<file path="src/rtl/cache_arbiter_buffer_pkg.sv">
// Shared definitions for the cache-to-L2 arbiter buffer: default widths and
// the request owner encoding used by the capture registers and the FSM.
package cache_arbiter_buffer_pkg;

   localparam int ADDR_W_DEF = 32;
   localparam int LINE_W_DEF = 256;

   typedef enum logic {
      OWNER_I = 1'b0,
      OWNER_D = 1'b1
   } owner_e;

endpackage

</file>
<file path="src/rtl/cache_arbiter_buffer_if.sv">
// Bundle of I-cache, D-cache, L2 and arbiter-control signals seen by the buffer.
// The slave view belongs to the buffer; the master view to its environment.
interface cache_arbiter_buffer_if
   import cache_arbiter_buffer_pkg::*;
#(
   parameter int ADDR_W = ADDR_W_DEF,
   parameter int LINE_W = LINE_W_DEF
);

   logic              i_read_in;
   logic [ADDR_W-1:0] i_addr_in;
   logic              d_read_in;
   logic              d_write_in;
   logic [ADDR_W-1:0] d_addr_in;
   logic [LINE_W-1:0] d_wdata_in;
   logic              i_resp_out;
   logic [LINE_W-1:0] i_rdata_out;
   logic              d_resp_out;
   logic [LINE_W-1:0] d_rdata_out;
   logic              l2_read_out;
   logic              l2_write_out;
   logic [ADDR_W-1:0] l2_addr_out;
   logic [LINE_W-1:0] l2_wdata_out;
   logic              l2_resp_in;
   logic [LINE_W-1:0] l2_rdata_in;
   logic              arb_resp_out;

   modport slave (
      input  i_read_in, i_addr_in, d_read_in, d_write_in, d_addr_in, d_wdata_in,
      input  l2_resp_in, l2_rdata_in,
      output i_resp_out, i_rdata_out, d_resp_out, d_rdata_out,
      output l2_read_out, l2_write_out, l2_addr_out, l2_wdata_out, arb_resp_out
   );

   modport master (
      output i_read_in, i_addr_in, d_read_in, d_write_in, d_addr_in, d_wdata_in,
      output l2_resp_in, l2_rdata_in,
      input  i_resp_out, i_rdata_out, d_resp_out, d_rdata_out,
      input  l2_read_out, l2_write_out, l2_addr_out, l2_wdata_out, arb_resp_out
   );

endinterface

</file>
<file path="src/rtl/cache_arbiter_buffer_regs.sv">
// Capture registers for the in-flight request (address, write line, direction,
// owner) and the returned-line register shared by both caches.
module cache_arbiter_buffer_regs
   import cache_arbiter_buffer_pkg::*;
#(
   parameter int ADDR_W = ADDR_W_DEF,
   parameter int LINE_W = LINE_W_DEF
) (
   input  logic              clk,
   input  logic              rst,
   input  logic              cap_en_i,
   input  logic              cap_write_i,
   input  owner_e            cap_owner_i,
   input  logic [ADDR_W-1:0] cap_addr_i,
   input  logic [LINE_W-1:0] cap_wdata_i,
   input  logic              line_en_i,
   input  logic [LINE_W-1:0] line_i,
   output logic [ADDR_W-1:0] addr_o,
   output logic [LINE_W-1:0] wdata_o,
   output logic              write_o,
   output owner_e            owner_o,
   output logic [LINE_W-1:0] line_o
);

   logic [ADDR_W-1:0] addr_q;
   logic [LINE_W-1:0] wdata_q;
   logic              write_q;
   owner_e            owner_q;
   logic [LINE_W-1:0] line_q;

   always_ff @(posedge clk) begin
      if (rst) begin
         addr_q  <= '0;
         wdata_q <= '0;
         write_q <= 1'b0;
         owner_q <= OWNER_I;
         line_q  <= '0;
      end else begin
         if (cap_en_i) begin
            addr_q  <= cap_addr_i;
            wdata_q <= cap_wdata_i;
            write_q <= cap_write_i;
            owner_q <= cap_owner_i;
         end
         if (line_en_i) begin
            line_q <= line_i;
         end
      end
   end

   assign addr_o  = addr_q;
   assign wdata_o = wdata_q;
   assign write_o = write_q;
   assign owner_o = owner_q;
   assign line_o  = line_q;

endmodule

</file>
<file path="src/rtl/cache_arbiter_buffer.sv">
// Single-outstanding L2 request buffer between I/D caches and L2, D before I.
// FSM issues captured request, waits for L2, then pulses the owner's response.
module cache_arbiter_buffer
   import cache_arbiter_buffer_pkg::*;
#(
   parameter int ADDR_W = ADDR_W_DEF,
   parameter int LINE_W = LINE_W_DEF
) (
   input logic                    clk,
   input logic                    rst,
   cache_arbiter_buffer_if.slave  bus
);

   typedef enum logic [1:0] {
      IDLE    = 2'd0,
      ISSUE   = 2'd1,
      RESPOND = 2'd2
   } state_e;

   state_e state_q;
   logic   rd_q;
   logic   wr_q;
   logic   i_resp_q;
   logic   d_resp_q;
   logic   arb_resp_q;

   logic              d_req;
   logic              d_is_write;
   logic              cap_en_d;
   logic              cap_write_d;
   owner_e            cap_owner_d;
   logic [ADDR_W-1:0] cap_addr_d;
   logic [LINE_W-1:0] cap_wdata_d;
   logic              line_en_d;

   logic [ADDR_W-1:0] addr_q;
   logic [LINE_W-1:0] wdata_q;
   logic              write_q;
   owner_e            owner_q;
   logic [LINE_W-1:0] line_q;

   assign d_req      = bus.d_read_in | bus.d_write_in;
   // A simultaneous read+write from the D side is a write-back.
   assign d_is_write = bus.d_write_in;

   always_comb begin
      cap_en_d    = 1'b0;
      cap_write_d = 1'b0;
      cap_owner_d = OWNER_I;
      cap_addr_d  = '0;
      cap_wdata_d = '0;
      if (state_q == IDLE) begin
         if (d_req) begin
            cap_en_d    = 1'b1;
            cap_write_d = d_is_write;
            cap_owner_d = OWNER_D;
            cap_addr_d  = bus.d_addr_in;
            cap_wdata_d = bus.d_wdata_in;
         end else if (bus.i_read_in) begin
            cap_en_d    = 1'b1;
            cap_owner_d = OWNER_I;
            cap_addr_d  = bus.i_addr_in;
         end
      end
   end

   assign line_en_d = (state_q == ISSUE) && bus.l2_resp_in && !write_q;

   cache_arbiter_buffer_regs #(
      .ADDR_W (ADDR_W),
      .LINE_W (LINE_W)
   ) u_regs (
      .clk         (clk),
      .rst         (rst),
      .cap_en_i    (cap_en_d),
      .cap_write_i (cap_write_d),
      .cap_owner_i (cap_owner_d),
      .cap_addr_i  (cap_addr_d),
      .cap_wdata_i (cap_wdata_d),
      .line_en_i   (line_en_d),
      .line_i      (bus.l2_rdata_in),
      .addr_o      (addr_q),
      .wdata_o     (wdata_q),
      .write_o     (write_q),
      .owner_o     (owner_q),
      .line_o      (line_q)
   );

   always_ff @(posedge clk) begin
      if (rst) begin
         state_q    <= IDLE;
         rd_q       <= 1'b0;
         wr_q       <= 1'b0;
         i_resp_q   <= 1'b0;
         d_resp_q   <= 1'b0;
         arb_resp_q <= 1'b0;
      end else begin
         i_resp_q   <= 1'b0;
         d_resp_q   <= 1'b0;
         arb_resp_q <= 1'b0;
         case (state_q)
            IDLE: begin
               if (cap_en_d) begin
                  state_q <= ISSUE;
                  rd_q    <= !cap_write_d;
                  wr_q    <= cap_write_d;
               end
            end
            ISSUE: begin
               // Request lines are not consulted here: a dropped request still completes.
               if (bus.l2_resp_in) begin
                  state_q    <= RESPOND;
                  rd_q       <= 1'b0;
                  wr_q       <= 1'b0;
                  i_resp_q   <= (owner_q == OWNER_I);
                  d_resp_q   <= (owner_q == OWNER_D);
                  arb_resp_q <= 1'b1;
               end
            end
            RESPOND: begin
               state_q <= IDLE;
            end
            default: begin
               state_q <= IDLE;
               rd_q    <= 1'b0;
               wr_q    <= 1'b0;
            end
         endcase
      end
   end

   assign bus.l2_read_out  = rd_q;
   assign bus.l2_write_out = wr_q;
   assign bus.l2_addr_out  = addr_q;
   assign bus.l2_wdata_out = wdata_q;
   assign bus.i_resp_out   = i_resp_q;
   assign bus.d_resp_out   = d_resp_q;
   assign bus.arb_resp_out = arb_resp_q;
   assign bus.i_rdata_out  = line_q;
   assign bus.d_rdata_out  = line_q;

endmodule

</file>
<file path="src/flat_wrapper.sv">
// flat-port wrapper written by rule: the top's interface ports become plain ports
module cache_arbiter_buffer_flat import cache_arbiter_buffer_pkg::*;
#(
   parameter int ADDR_W = ADDR_W_DEF,
   parameter int LINE_W = LINE_W_DEF
)
  (clk, rst, bus_i_read_in, bus_i_addr_in, bus_d_read_in, bus_d_write_in, bus_d_addr_in, bus_d_wdata_in, bus_l2_resp_in, bus_l2_rdata_in, bus_i_resp_out, bus_i_rdata_out, bus_d_resp_out, bus_d_rdata_out, bus_l2_read_out, bus_l2_write_out, bus_l2_addr_out, bus_l2_wdata_out, bus_arb_resp_out);
  cache_arbiter_buffer_if #(.ADDR_W(ADDR_W), .LINE_W(LINE_W)) bus_i ();
  input logic clk;
  input logic rst;
  input wire logic [$bits(bus_i.i_read_in)-1:0] bus_i_read_in;
  input wire logic [$bits(bus_i.i_addr_in)-1:0] bus_i_addr_in;
  input wire logic [$bits(bus_i.d_read_in)-1:0] bus_d_read_in;
  input wire logic [$bits(bus_i.d_write_in)-1:0] bus_d_write_in;
  input wire logic [$bits(bus_i.d_addr_in)-1:0] bus_d_addr_in;
  input wire logic [$bits(bus_i.d_wdata_in)-1:0] bus_d_wdata_in;
  input wire logic [$bits(bus_i.l2_resp_in)-1:0] bus_l2_resp_in;
  input wire logic [$bits(bus_i.l2_rdata_in)-1:0] bus_l2_rdata_in;
  output wire logic [$bits(bus_i.i_resp_out)-1:0] bus_i_resp_out;
  output wire logic [$bits(bus_i.i_rdata_out)-1:0] bus_i_rdata_out;
  output wire logic [$bits(bus_i.d_resp_out)-1:0] bus_d_resp_out;
  output wire logic [$bits(bus_i.d_rdata_out)-1:0] bus_d_rdata_out;
  output wire logic [$bits(bus_i.l2_read_out)-1:0] bus_l2_read_out;
  output wire logic [$bits(bus_i.l2_write_out)-1:0] bus_l2_write_out;
  output wire logic [$bits(bus_i.l2_addr_out)-1:0] bus_l2_addr_out;
  output wire logic [$bits(bus_i.l2_wdata_out)-1:0] bus_l2_wdata_out;
  output wire logic [$bits(bus_i.arb_resp_out)-1:0] bus_arb_resp_out;
  assign bus_i.i_read_in = bus_i_read_in;
  assign bus_i.i_addr_in = bus_i_addr_in;
  assign bus_i.d_read_in = bus_d_read_in;
  assign bus_i.d_write_in = bus_d_write_in;
  assign bus_i.d_addr_in = bus_d_addr_in;
  assign bus_i.d_wdata_in = bus_d_wdata_in;
  assign bus_i.l2_resp_in = bus_l2_resp_in;
  assign bus_i.l2_rdata_in = bus_l2_rdata_in;
  assign bus_i_resp_out = bus_i.i_resp_out;
  assign bus_i_rdata_out = bus_i.i_rdata_out;
  assign bus_d_resp_out = bus_i.d_resp_out;
  assign bus_d_rdata_out = bus_i.d_rdata_out;
  assign bus_l2_read_out = bus_i.l2_read_out;
  assign bus_l2_write_out = bus_i.l2_write_out;
  assign bus_l2_addr_out = bus_i.l2_addr_out;
  assign bus_l2_wdata_out = bus_i.l2_wdata_out;
  assign bus_arb_resp_out = bus_i.arb_resp_out;
  cache_arbiter_buffer #(.ADDR_W(ADDR_W), .LINE_W(LINE_W)) u_core (.clk(clk), .rst(rst), .bus(bus_i));
endmodule
</file>
<file path="config.mk">
export PLATFORM = sky130hd
export DESIGN_NAME = cache_arbiter_buffer_flat
export DESIGN_NICKNAME = d
export VERILOG_FILES = /design/src/rtl/cache_arbiter_buffer_pkg.sv /design/src/rtl/cache_arbiter_buffer_if.sv /design/src/rtl/cache_arbiter_buffer_regs.sv /design/src/rtl/cache_arbiter_buffer.sv /design/src/flat_wrapper.sv
export SDC_FILE = /design/constraint.sdc
export NUM_CORES = 1
export LEC_CHECK = 0
export CORE_AREA = 2 2 532 534
export DETAILED_ROUTE_END_ITERATION = 16
export DIE_AREA = 0 0 534 536
export PLACE_DENSITY = 0.31
export SYNTH_ARGS = -nofsm -noshare
export SYNTH_HDL_FRONTEND = slang
export SYNTH_SLANG_ARGS = --single-unit
</file>
<file path="constraint.sdc">
create_clock -name clk -period 3 [get_ports clk]
set_clock_uncertainty 0.15 [all_clocks]
set_input_delay 0.9 -clock clk [delete_from_list [all_inputs] [get_ports clk]]
set_output_delay 0.9 -clock clk [all_outputs]
set_load 0.02 [all_outputs]
</file>
==> Yosys cells after proc, flatten, opt, wreduce, memory -nomap -nowiden <==
Index checks and enable logic that the tools add are counted.
{ "totals": {"out_inout_bits": 805, "register_bits": 553, "word_cells": 50, "inputBits": 582} }
{ "op_classes": {"muxes": 21, "eq_ne": 4, "bitwise_logic": 5, "reduce_logical": 9} }
{ "op_table": {"columns": ["op", "count"], "rows": [
  ["$mux W256", 2],
  ["$mux W32", 3],
  ["$mux W1", 11],
  ["$pmux W1 S3", 2],
  ["$mux W2", 2],
  ["$not A1 Y1", 4],
  ["$pmux W2 S2", 1],
  ["$reduce_and A3 Y1", 1],
  ["$reduce_or A3 Y1", 1],
  ["$eq A2 B1 Y1 const B", 1],
  ["$eq A2 B2 Y1 const B", 1],
  ["$logic_and A1 B1 Y1", 2],
  ["$logic_not A1 Y1", 2],
  ["$logic_not A2 Y1", 1],
  ["$ne A2 B1 Y1 const B", 1],
  ["$ne A2 B2 Y1 const B", 1],
  ["$reduce_and A2 Y1", 1],
  ["$reduce_or A2 Y1", 1],
  ["$or A1 B1 Y1", 1]
]} }

==> Depth between registers and ports, before layout <==
{ "logic_depth": {"depth_word": 6, "mapped_depth": 7, "mapped_depth_nobuf": 3} }

==> Cells and area by module <==
Synthesis repeated with hierarchy kept, for this count alone.
{ "unflattened": {"hier_cells": 2370, "area_unflattened_um2": 23354.9} }
{ "by_module_without_submodules": {"columns": ["module", "instances", "cells_each", "seq_area_each_um2", "area_per_inst_um2"], "rows": [
  ["cache_arbiter_buffer_regs", 1, 1760, 10930.5, 19077.0],
  ["cache_arbiter_buffer", 1, 610, 140.1, 4277.9]
]} }

==> Worst setup path after synthesis <==
OpenSTA, ideal clock, no wires.
{ "synth_path": {"path_kind": "input -> register", "start": "input port bus_i_read_in", "end": "register u_core.u_regs.wdata_q[100] (netlist: u_core.u_regs.wdata_o[100])", "setup_ns": 0.060, "cell_stages": 7, "arrival_time_ns": 2.156, "path_buffers": 4, "slack_ns": 0.635, "path_cell_list": "buf_6 or3_1 buf_2 a21oi_4 buf_6 buf_6 a22o_1"} }
{ "synth_between": {"elab_chain_cells": 3} }
{ "synth_rtl": {"columns": ["item", "line_no", "text"], "rows": [
  ["from (decl)", "flat_wrapper.sv:11", "input wire logic [$bits(bus_i.i_read_in)-1:0] bus_i_read_in;"],
  ["$mux W1", "cache_arbiter_buffer.sv:59", "end else if (bus.i_read_in) begin"],
  ["$mux W1", "cache_arbiter_buffer.sv:53", "if (d_req) begin"],
  ["$mux W1", "cache_arbiter_buffer.sv:52", "if (state_q == IDLE) begin"],
  ["to (signal assigned)", "cache_arbiter_buffer_regs.sv:41", "wdata_q <= cap_wdata_i;"],
  ["to (decl)", "cache_arbiter_buffer_regs.sv:26", "logic [LINE_W-1:0] wdata_q;"]
]} }
Every way passes these cells.
A chain may end at the register's enable or synchronous reset.

==> Worst setup path after layout <==
{ "layout_path": {"start": "register u_core.u_regs.wdata_q[98] (netlist: u_core.u_regs.wdata_o[98])", "end": "output port bus_l2_wdata_out[98]"} }
{ "layout_rtl": {"columns": ["item", "line_no", "text"], "rows": [
  ["to (decl)", "flat_wrapper.sv:26", "output wire logic [$bits(bus_i.l2_wdata_out)-1:0] bus_l2_wdata_out;"]
]} }
No word-level cell between the ends.

==> metrics.md <==
| Metric | Value |
|---|---|
| Synthesis Warnings | `0` |
| Critical Path Start Type | `flip-flop` |
| Mapped Area | `0.02031 mm²` |
| Design area | `0.03988 mm²` |
| Unrepaired setup endpoints after global routing | `false` |
| CP required | `1.95 ns` |
| Layout Area Growth over Synthesis | `96.32%` |
| Final setup fails | `0` |
| Max Freq | `0.3410 GHz` |
| Clock slew at reported path FFs | `0.06 ns` |
| Clk root buf | `clkbuf_16` |
| Placer congestion estimate | `0.8377` |
| CTS max path bufs | `3` |
| Hold WC Path Type | `flip-flop to flip-flop` |
| Grt peak-use layer | `met2` |
| Status | `complete, no violations` |
| Top delay family on crit path | `buffers and inverters` |
| Rel. slew slack | `50.73%` |
| Crit-path max FO | `2` |
| Post-synth net total | `2748` |
| Vias in the first global route | `20797` |
| DR pass1 iterations | `5` |
| Clock Latency Late Sink | `0.67 ns` |
| DR vias | `20966` |
| Final hold vios | `0` |
| GR Layer Usage met2 | `19.10%` |
| Area of the die | `0.2862 mm²` |
| Initial antenna violation count | `93` |
| Largest net degree at the start of global routing | `64` |
| Cell Chain, Critical Path | `clkdlybuf4s50_1` |
| Met1 Resource Use GR | `14.51%` |
| Worst Setup End Kind | `output port` |
| Total congestion overflow | `0` |
| Unique cell type count in the Yosys netlist | `32` |
| Share of layout cells above drive strength 1 | `8.365%` |
| Slowest cell on the critical path | `clkdlybuf4s50_1` |
| Initial Util | `7.233%` |
| Crit share post-route | `97.76%` |
| Hold_ws | `0.3199 ns` |
| Post-CTS setup buffer count | `0` |
| First-pass GRT wire length | `233.0 mm` |
| Initial detailed-routing violation count | `1019` |
| Row cnt | `195` |
| Core Region | `0.2808 mm²` |
| Max cap viols | `0` |
| Chip Width | `534 µm` |
| Hpwl dp | `161.3 mm` |
| Via density | `2.934` |
| Post-CTS Hold Buffers | `0` |
| CTS tree | `built` |
| #FFs+latches synth | `553` |
| Seq/Total Area, Yosys | `54.50%` |
| Min cycle time layout | `2.933 ns` |
| Critical path's largest stage delay | `0.71 ns` |
| Routed WL | `186.6 mm` |
| Mapped Cells | `2166` |
| Power, Total | `22.80 mW` |
| Slew @ Worst Pin | `0.7420 ns` |
| H-Tree Depth | `3` |
| Placed cell areas | `0.03726 mm²` |
| Die extent in y | `536 µm` |
| GRT Util Overall | `12.42%` |
| Port Buf Inserts | `1386` |
| Routed Antenna Nets | `0` |
| Drt drc | `0` |
| Max-slew violations | `0` |
| Avg Cell Area, Syn | `9.378 µm²` |
| WL per Instance | `26.12 µm` |
| Final net count | `3904` |
| Sum of buffers and inverters on the critical path | `1` |
| Setup WS post-layout | `0.06710 ns` |
| Peak supply drop | `477.9 µV` |
| Filler instances | `31803` |
| Clk sink count | `553` |
| Leakage | `14.16 nW` |
| WP data arrival | `1.88 ns` |
| Pre-CTS setup slack | `-0.1158 ns` |
| Critical path class | `flip-flop to output port` |
| CTS buffer count | `77` |
| M3 GR Usage | `6.706%` |
| I/O pin count | `1387` |
| Pwr/cell area | `571.6 mW/mm²` |
-- logic make-up (layout without fill, tap and decap cells) --
group,after synthesis,in the layout,share of synthesized area (%)
compound gates,587,587,19.94
buf+inv,428,1645,14.03
flops,553,553,54.50
other cells,0,19,0
simple gates,598,598,11.52
-- what timing repair did --
action                     in CTS  in global routing
pin swaps                       0                  0
setup endpoints to repair     126                  5
gates resized for setup       120                  5
-- cells in the mapped netlist --
master	count	share of area [%]
dfxtp_1	553	54
nand2_1	546	10
a21oi_1	290	7.1
a22o_1	256	11
buf_4	256	9.5
clkbuf_1	100	1.8
buf_2	34	0.84
a311oi_1	32	1.4
buf_6	32	1.8
nand3_1	32	0.79
buf_1	5	0.092
nor2_1	4	0.074
nor2b_1	3	0.092
o21ai_0	3	0.074
and2_1	2	0.062
nor3_1	2	0.049
a21bo_2	1	0.049
a21oi_4	1	0.080
and3b_1	1	0.043
inv_1	1	0.018
nand2b_1	1	0.031
nand4bb_1	1	0.055
nor3b_1	1	0.037
nor4_1	1	0.031
nor4_2	1	0.062
nor4bb_1	1	0.049
o211a_1	1	0.049
o2bb2ai_1	1	0.043
o311ai_0	1	0.043
o41ai_1	1	0.043
or2_2	1	0.031
or3_1	1	0.031
-- path summary, 6_finish.rpt --
path	start	to	slack [ns]	cells after the start
max	u_core.u_regs.wdata_o[98]	bus_l2_wdata_out[98]	0.07	1
min	u_core.u_regs.line_o[52]	u_core.u_regs.line_o[52]	0.32	2
max reg2reg	u_core.state_q[1]	u_core.u_regs.addr_o[28]	0.81	5
min reg2reg	u_core.u_regs.line_o[52]	u_core.u_regs.line_o[52]	0.32	2
-- report_power, final --
part           internal [mW]  switching [mW]  leakage (nW)  total (mW)
combinational           2.15            2.52          8.32        4.67
sequential              7.84           0.495          4.53        8.34
clock                   5.73            4.05          1.30        9.79
-- sequential cells by signal, summed over array words and instances, names as in the netlist --
| name | flops |
|---|---|
| u_core.u_regs.line_o | 256 |
| u_core.bus.arb_resp_out | 1 |
| u_core.u_regs.write_o | 1 |
| u_core.u_regs.owner_o | 1 |
| u_core.bus.d_resp_out | 1 |
| u_core.u_regs.wdata_o | 256 |
| u_core.bus.i_resp_out | 1 |
| u_core.bus.l2_write_out | 1 |
| u_core.u_regs.addr_o | 32 |
| u_core.bus.l2_read_out | 1 |
| u_core.state_q | 2 |
-- per-layer routing --
| metal | routed length [µm] | share of wire, % | vias to the layer above |
|---|---|---|---|
| li1 | - | - | 9533 |
| met1 | 75300 | 40 | 9962 |
| met3 | 22760 | 12 | 258 |
| met2 | 81520 | 44 | 1135 |
| met4 | 6491 | 3.5 | 78 |
| met5 | 519 | 0.28 | - |
-- placed cells by master (no fill, tap or decap), drive strengths merged, types with 3 or more instances in the layout --
master / synthesis / routed
a21oi: 291 / 291
diode: 0 / 19
dfxtp: 553 / 553
dlymetal6s2s: 0 / 5
o21ai: 3 / 3
bufinv: 0 / 5
clkbuf: 100 / 112
nand2: 546 / 546
clkdlybuf4s50: 0 / 1250
nand3: 32 / 32
dlygate4sd2: 0 / 110
buf: 327 / 139
nor2: 4 / 4
nor2b: 3 / 3
clkinv: 0 / 18
a22o: 256 / 256
clkinvlp: 0 / 4
a311oi: 32 / 32
-- stage by stage --
step,utilization [%],cells,setup TNS (ns)
floorplan,-,2166,0
global placement,13.27,6986,-7.506
detailed placement,13.27,6986,-15.54
CTS,14.18,7126,0
global route,14.19,7130,0
finish,14.20,7145,0
-- cell type report --
type / instances / area [µm²] / area share, %
timing repair buffer: 1504 / 14940 / 37.46
clock inverter: 28 / 416.7 / 1.045
inverter: 1 / 3.754 / 0.009412
sequential: 553 / 11080 / 27.79
tap: 3743 / 4683 / 11.74
clock buffer: 112 / 2268 / 5.688
antenna: 19 / 47.55 / 0.1192
multi-input combinational: 1185 / 6437 / 16.14
Power figures use the tool's default switching activity.
